## src/rtl/up_dn_counter_ctrl.sv

```systemverilog
// Up/down counter controller.
// Drives an external 5-bit counter to a requested value, either by a
// direct load or by issuing single Up/Down pulses. Each pulse is
// followed by a compare cycle, so the controller always sees the
// counter's updated value. A step budget of 31 pulses guards against
// a counter that does not respond.
module up_dn_counter_ctrl (
  input  logic       CLK,
  input  logic       RST,
  input  logic       Cmd_Valid,
  input  logic       Cmd_Mode,
  input  logic [4:0] Target,
  output logic       Cmd_Ready,
  input  logic [4:0] Counter,
  input  logic       High,
  input  logic       Low,
  output logic       Load,
  output logic       Up,
  output logic       Down,
  output logic [4:0] IN,
  output logic       Done,
  output logic       Err,
  output logic [4:0] Step_Cnt
);

  typedef enum logic [2:0] {
    S_IDLE    = 3'd0,
    S_LOAD    = 3'd1,
    S_CMP     = 3'd2,
    S_STEP_UP = 3'd3,
    S_STEP_DN = 3'd4,
    S_DONE    = 3'd5
  } state_t;

  localparam logic [4:0] STEP_MAX = 5'd31;

  state_t     state_q, state_d;
  logic [4:0] target_q, target_d;
  logic [4:0] step_cnt_q, step_cnt_d;
  logic       err_q, err_d;

  // High/Low are status-only; the 0..31 range makes them redundant here.
  logic unused_flags;
  assign unused_flags = High ^ Low;

  // State and command registers; reset aborts any command in flight.
  always_ff @(posedge CLK or negedge RST) begin
    if (!RST) begin
      state_q    <= S_IDLE;
      target_q   <= 5'd0;
      step_cnt_q <= 5'd0;
      err_q      <= 1'b0;
    end else begin
      state_q    <= state_d;
      target_q   <= target_d;
      step_cnt_q <= step_cnt_d;
      err_q      <= err_d;
    end
  end

  // Next-state logic: accept, load, compare-and-step, complete.
  always_comb begin
    state_d    = state_q;
    target_d   = target_q;
    step_cnt_d = step_cnt_q;
    err_d      = err_q;
    case (state_q)
      S_IDLE: begin
        if (Cmd_Valid) begin
          target_d   = Target;
          step_cnt_d = 5'd0;
          err_d      = 1'b0;
          state_d    = Cmd_Mode ? S_LOAD : S_CMP;
        end
      end
      S_LOAD: state_d = S_CMP;
      S_CMP: begin
        // Equality wins over the step budget so a target reached on the
        // 31st pulse still completes without error.
        if (Counter == target_q) begin
          state_d = S_DONE;
        end else if (step_cnt_q == STEP_MAX) begin
          err_d   = 1'b1;
          state_d = S_DONE;
        end else if (Counter < target_q) begin
          state_d = S_STEP_UP;
        end else begin
          state_d = S_STEP_DN;
        end
      end
      S_STEP_UP, S_STEP_DN: begin
        step_cnt_d = step_cnt_q + 5'd1;
        state_d    = S_CMP;
      end
      S_DONE:  state_d = S_IDLE;
      default: state_d = S_IDLE;
    endcase
  end

  // Moore outputs decoded from the state register.
  always_comb begin
    Cmd_Ready = (state_q == S_IDLE);
    Load      = (state_q == S_LOAD);
    Up        = (state_q == S_STEP_UP);
    Down      = (state_q == S_STEP_DN);
    Done      = (state_q == S_DONE);
  end

  assign IN       = target_q;
  assign Err      = err_q;
  assign Step_Cnt = step_cnt_q;

endmodule

```

## config.mk

```make
export PLATFORM = sky130hd
export DESIGN_NAME = up_dn_counter_ctrl
export DESIGN_NICKNAME = d
export VERILOG_FILES = /design/src/rtl/up_dn_counter_ctrl.sv
export SDC_FILE = /design/constraint.sdc
export NUM_CORES = 1
export LEC_CHECK = 0
export ABC_AREA = 1
export BUFFER_PORTS_ARGS = -buffer_cell sky130_fd_sc_hd__clkbuf_2
export CORE_MARGIN = 2
export CORE_UTILIZATION = 42
export DETAILED_ROUTE_END_ITERATION = 10
export PLACE_DENSITY = 0.69
export REMOVE_ABC_BUFFERS = 1
export SLEW_MARGIN = 10
export SYNTH_ARGS = -nofsm -noshare
export SYNTH_HDL_FRONTEND = slang
export SYNTH_SLANG_ARGS = --single-unit
```

## constraint.sdc

```tcl
create_clock -name CLK -period 1.2 [get_ports CLK]
set_input_delay 0.36 -clock CLK [delete_from_list [all_inputs] [get_ports CLK]]
set_output_delay 0.36 -clock CLK [all_outputs]
set_load 0.01 [all_outputs]
```

# Word level (Yosys, flattened, before mapping)
# Index checks and enable logic that the tools add are counted.
dict set report totals {
  word_cells 36
  register_bits 14
  out_inout_bits 16
  in_bits 16
}
dict set report classes {
  n_reduce_logical 8
  eq_ne 10
  muxes 12
  add_sub_neg 1
  magnitude_cmp 1
}
# cell n
set ops {}
lappend ops {{$mux 3} 4}
lappend ops {{$pmux 5 s2} 1}
lappend ops {{$pmux 3 s3} 1}
lappend ops {{$eq 3x2->1 const B} 2}
lappend ops {{$eq 3x3->1 const B} 2}
lappend ops {{$ne 2x2->1 const B} 3}
lappend ops {{$add 5x1->5 const B} 1}
lappend ops {{$eq 5x5->1} 1}
lappend ops {{$eq 5x5->1 const B} 1}
lappend ops {{$lt 5x5->1} 1}
lappend ops {{$mux 5} 1}
lappend ops {{$reduce_and 2->1} 2}
lappend ops {{$reduce_and 4->1} 1}
lappend ops {{$reduce_bool 2->1} 2}
lappend ops {{$eq 3x1->1 const B} 1}
lappend ops {{$logic_not 3->1} 1}
lappend ops {{$mux 1} 3}
lappend ops {{$reduce_or 3->1} 1}
lappend ops {{$mux 2} 1}
lappend ops {{$pmux 1 s2} 1}
lappend ops {{$reduce_or 2->1} 1}

# Longest topological paths before layout
dict set report depth {
  depth_word 5
  mapped_depth 9
  mapped_depth_nobuf 9
}

# Worst setup path before layout
# Ideal clock, no wire load.
dict set report synth_timing {
  path_type {register -> register}
  from {register step_cnt_q[0], in the netlist Step_Cnt[0]}
  to {register state_q[0]}
  arrival_ns 1.279
  stages_incl_launch_ff 9
  setup_time_ns 0.122
  path_slack_ns -0.201
  t_required_ns 1.078
  path_cell_list {dfrtp_1 -> ha_1 -> nand2_1 -> nor2_1 -> ha_1 -> a21oi_1 -> nand2_1 -> nand2_1 -> a21oi_1}
}
dict set report synth_between {
  elab_chain_len 4
}
# item line_no
set synth_rtl {}
lappend synth_rtl {{start, declared} 39} ;# logic [4:0] step_cnt_q, step_cnt_d;
lappend synth_rtl {{start signal, assigned} 56} ;# step_cnt_q <= step_cnt_d;
lappend synth_rtl {{$eq 5x5->1} 82} ;# end else if (step_cnt_q == STEP_MAX) begin
lappend synth_rtl {{$mux 3} 82}
lappend synth_rtl {{$mux 3} 80} ;# if (Counter == target_q) begin
lappend synth_rtl {{$pmux 3 s3} 67} ;# case (state_q)
lappend synth_rtl {{end signal, assigned} 54} ;# state_q <= state_d;
lappend synth_rtl {{end, declared} 37} ;# state_t state_q, state_d;
# No other way between the ends.
# A chain may end at the register's enable or synchronous reset.

# Worst setup path after layout
dict set report layout_timing {
  from {register state_q[1]}
  to {output Cmd_Ready}
}
dict set report layout_between {
  elab_chain_len 1
}
# item line_no
set layout_rtl {}
lappend layout_rtl {{$logic_not 3->1} 102} ;# Cmd_Ready = (state_q == S_IDLE);
lappend layout_rtl {{end, declared} 13} ;# output logic Cmd_Ready,
# No other way between the ends.

==> results.py <==
metrics = {
    "clocking": {
        "clk_pin_slew_ns": 0.10,
        "cts_buffers": 3,
        "cts_tree": "yes",
        "cts.sinks": 14,
        "clock_latency_ns": 0.29,
        "cts-root-buf": "clkbuf_4",
        "htree_levels": 1,
        "cts_buffer_depth": 2,
    },
    "run": {
        "maxCapViolations": 0,
    },
    "logic_synthesis": {
        "ys.warnings.count": 0,
        "ys_async_sr_fraction_pct": 100,
        "synthTopCellsByArea": "dfrtp_1 (42%), ha_1 (11%), nand2_1 (10%), inv_1 (6.8%), nand3_1 (6.6%)",
        "synth_edf_count": 0,
        "ys.flop_type": "dfrtp_1",
        "synthDistinctLibCells": 19,
        "syn_inst": 104,
        "synth_top_area_share_pct": 42.1,
        "yosysSeqAreaShare_pct": 42.1,
        "synth.most_common_cell": "nand2_1",
        "ys_ff_latch": 14,
        "synth_common_cells": "nand2_1 (23), inv_1 (15), dfrtp_1 (14)",
        "avgSynthCellArea_um2": 8.00,
        "synth_area_um2": 832,
        "yosys.area.top_type": "dfrtp_1",
    },
    "power_and_ir_drop": {
        "p_comb_share_pct": 70.8,
        "swShare_pct": 42.3,
        "p_switching_mw": 1.73,
        "peakVddDrop_v": 0.00169,
        "power_mw": 4.10,
        "power.leakage_nw": 0.816,
        "clockPowerShare_pct": 8.8,
        "seq_power_share_pct": 20.3,
        "internal_power_mw": 2.36,
        "p_per_area_nw_per_um2": 2590,
    },
    "sta": {
        "hold_viol_final": 0,
        "fin_crit_sh_pct": 123,
        "drv_slew": 0,
        "max-slew-margin-rel_pct": 75.8,
        "rsz0062_at_grt": "yes",
        "finalSetupViolCount": 27,
        "fin_ws_ns": -0.281,
        "period_minus_slack_ns": 1.48,
        "hold_ws_ns": 0.297,
        "fmax_mhz": 675,
        "skew_ns": 0.00917,
        "worst_pin_slew_ns": 0.363,
    },
    "setup_path": {
        "required_ns": 0.84,
        "crit_path_max_fanout": 3,
        "reg2reg_from": "IN[4]",
        "critPathSlowestCell": "dfrtp_2",
        "slowest_delay_ns": 0.45,
        "cp-start-kind": "flip-flop",
        "path_class": "flip-flop to output port",
        "rr_worst_depth": 9,
        "rrSetupSlack_ns": -0.19,
        "critPathArrivalTime_ns": 1.12,
        "timing.rr.end": "state_q[0]",
        "critPathCaptureType": "output port",
        "crit_chain": "nor2_4 > nand2_2 > inv_4 > buf_6",
    },
    "global_routing": {
        "grt_overflow": 0,
        "antenna_found_initial": 0,
        "first_global_vias": 993,
        "grt_util_all_layers_pct": 23.7,
        "grt_max_degree": 15,
        "grt_first_pass_wirelength_um": 4240,
    },
    "floorplanning": {
        "initial_core_util_pct": 43.3,
        "die_h_um": 48.5,
        "fp.dieW_um": 48.5,
        "io_pins": 32,
        "rows": 16,
        "core_um2": 1920,
        "die_area_um2": 2350,
    },
    "layout": {
        "n_antenna_cell": 0,
        "multi_input_area_um2": 594,
        "seqCellArea_um2": 352,
        "fillers": 117,
        "drive_above_1_share_pct": 68.5,
        "fin_nets": 192,
        "area_growth_pct": 89.9,
    },
    "routing": {
        "dr_wl_met2_um": 1600,
        "drc": 0,
        "wl_per_cell_um": 14.7,
        "drtIter0Drc": 13,
        "ant_nets": 0,
        "firstDrtPassIters": 4,
        "viasPerCell": 4.84,
        "wl_met1_um": 1060,
        "wl_met3_um": 83,
        "totalWireLength_um": 2870,
        "highest_layer": "met4",
        "via_count": 944,
    },
    "placement": {
        "portBuffers": 29,
        "gp_routability_congestion": 0.787,
        "hpwl_um": 1420,
    },
    "hold_path": {
        "hold_path_class": "input port to flip-flop",
        "hold_end": "IN[0]",
        "holdCritStartpoint": "Target[0]",
        "hold_depth": 2,
    },
    "outcome": {
        "violations": "setup timing",
        "run_status": "finished, violations left",
    },
}
## what timing repair did
item / CTS / global route
setup buffers: 14 / 7
pin swaps: 18 / 13
hold buffers: 1 / 0
hold endpoints to repair: 14 / 0
gates resized for setup: 44 / 41
endpoints found under the setup margin: 23 / 29
## power by group through the flow
stage               logic (mW)  clock network [mW]  registers [mW]
floorplan                0.852                   0           0.875
global placement          1.62                   0           0.775
detailed placement        1.66                   0           0.784
CTS                       2.35               0.354           0.788
global route              3.12               0.378           0.861
finish                    2.90               0.362           0.833
## cell usage in the layout, fill, tap and decap left out, drive strengths merged
master | netlist | layout
clkbuf | 0 | 22
ha | 7 | 7
mux2 | 1 | 1
inv | 16 | 16
nand2 | 26 | 26
buf | 1 | 42
nor2 | 12 | 12
dfrtp | 14 | 14
nand3 | 11 | 11
dlygate4sd3 | 0 | 1
nand4 | 1 | 1
nor3 | 3 | 3
a21boi | 1 | 1
or2 | 1 | 1
o21ai | 1 | 1
a21oi | 9 | 9
## cell type report
type	count	area share (%)
flip-flops and latches	14	22.2
multi-input cells	73	37.6
repair buffers	61	31.7
clock buffers	4	2.30
well taps	27	2.14
inverters	16	3.96
## worst max-delay path by stage
stage	startpoint	to	slack [ns]	cells after the start
2_1_floorplan	Step_Cnt[0]	state_q[0]	-0.20	8
5_1_grt	state_q[1]	Cmd_Ready	-0.32	4
4_1_cts	state_q[1]	Down	-0.28	4
3_3_place_gp	Counter[4]	state_q[0]	-0.22	8
3_5_place_dp	Counter[4]	state_q[0]	-0.23	8
6_report	state_q[1]	Cmd_Ready	-0.28	4
## critical path: cells and delay by family, from the launching register on
| family | cells | cell delay, ns |
|---|---|---|
| buf+inv | 2 | 0.15 |
| simple gates | 2 | 0.23 |
| flops | 1 | 0.45 |
## state kept, by name, indices dropped and copies added, names as in the netlist
signal,flops
state_q,3
IN,5
Err,1
Step_Cnt,5
## metrics by stage
stage / setup TNS (ns) / std cells / instance area [um^2] / util, % / setup WS, ns
after floorplan: -0.616 / 103 / 821 / - / -0.201
after global placement: -0.671 / 172 / 1110 / 57.7 / -0.217
after detailed placement: -0.744 / 172 / 1110 / 57.7 / -0.232
after CTS: -2.33 / 190 / 1430 / 74.2 / -0.277
after global routing: -4.88 / 195 / 1580 / 82.2 / -0.323
final: -3.52 / 195 / 1580 / 82.2 / -0.281
## logic make-up after synthesis
kind of cell | share of synthesized area [%]
flip-flops | 42.1
AND/OR/NAND/NOR | 28.9
multiplexers | 1.80
buffers and inverters | 8.87
AO/OA/AOI/OAI | 7.82
adder cells (fa/ha/maj) | 10.5
## per-layer routing
metal	vias up	global-route usage (%)
met5	-	0
li1	464	-
met2	29	46.8
met1	439	23.9
met3	12	5.25
met4	0	9.05
Power figures use the tool's default switching activity.
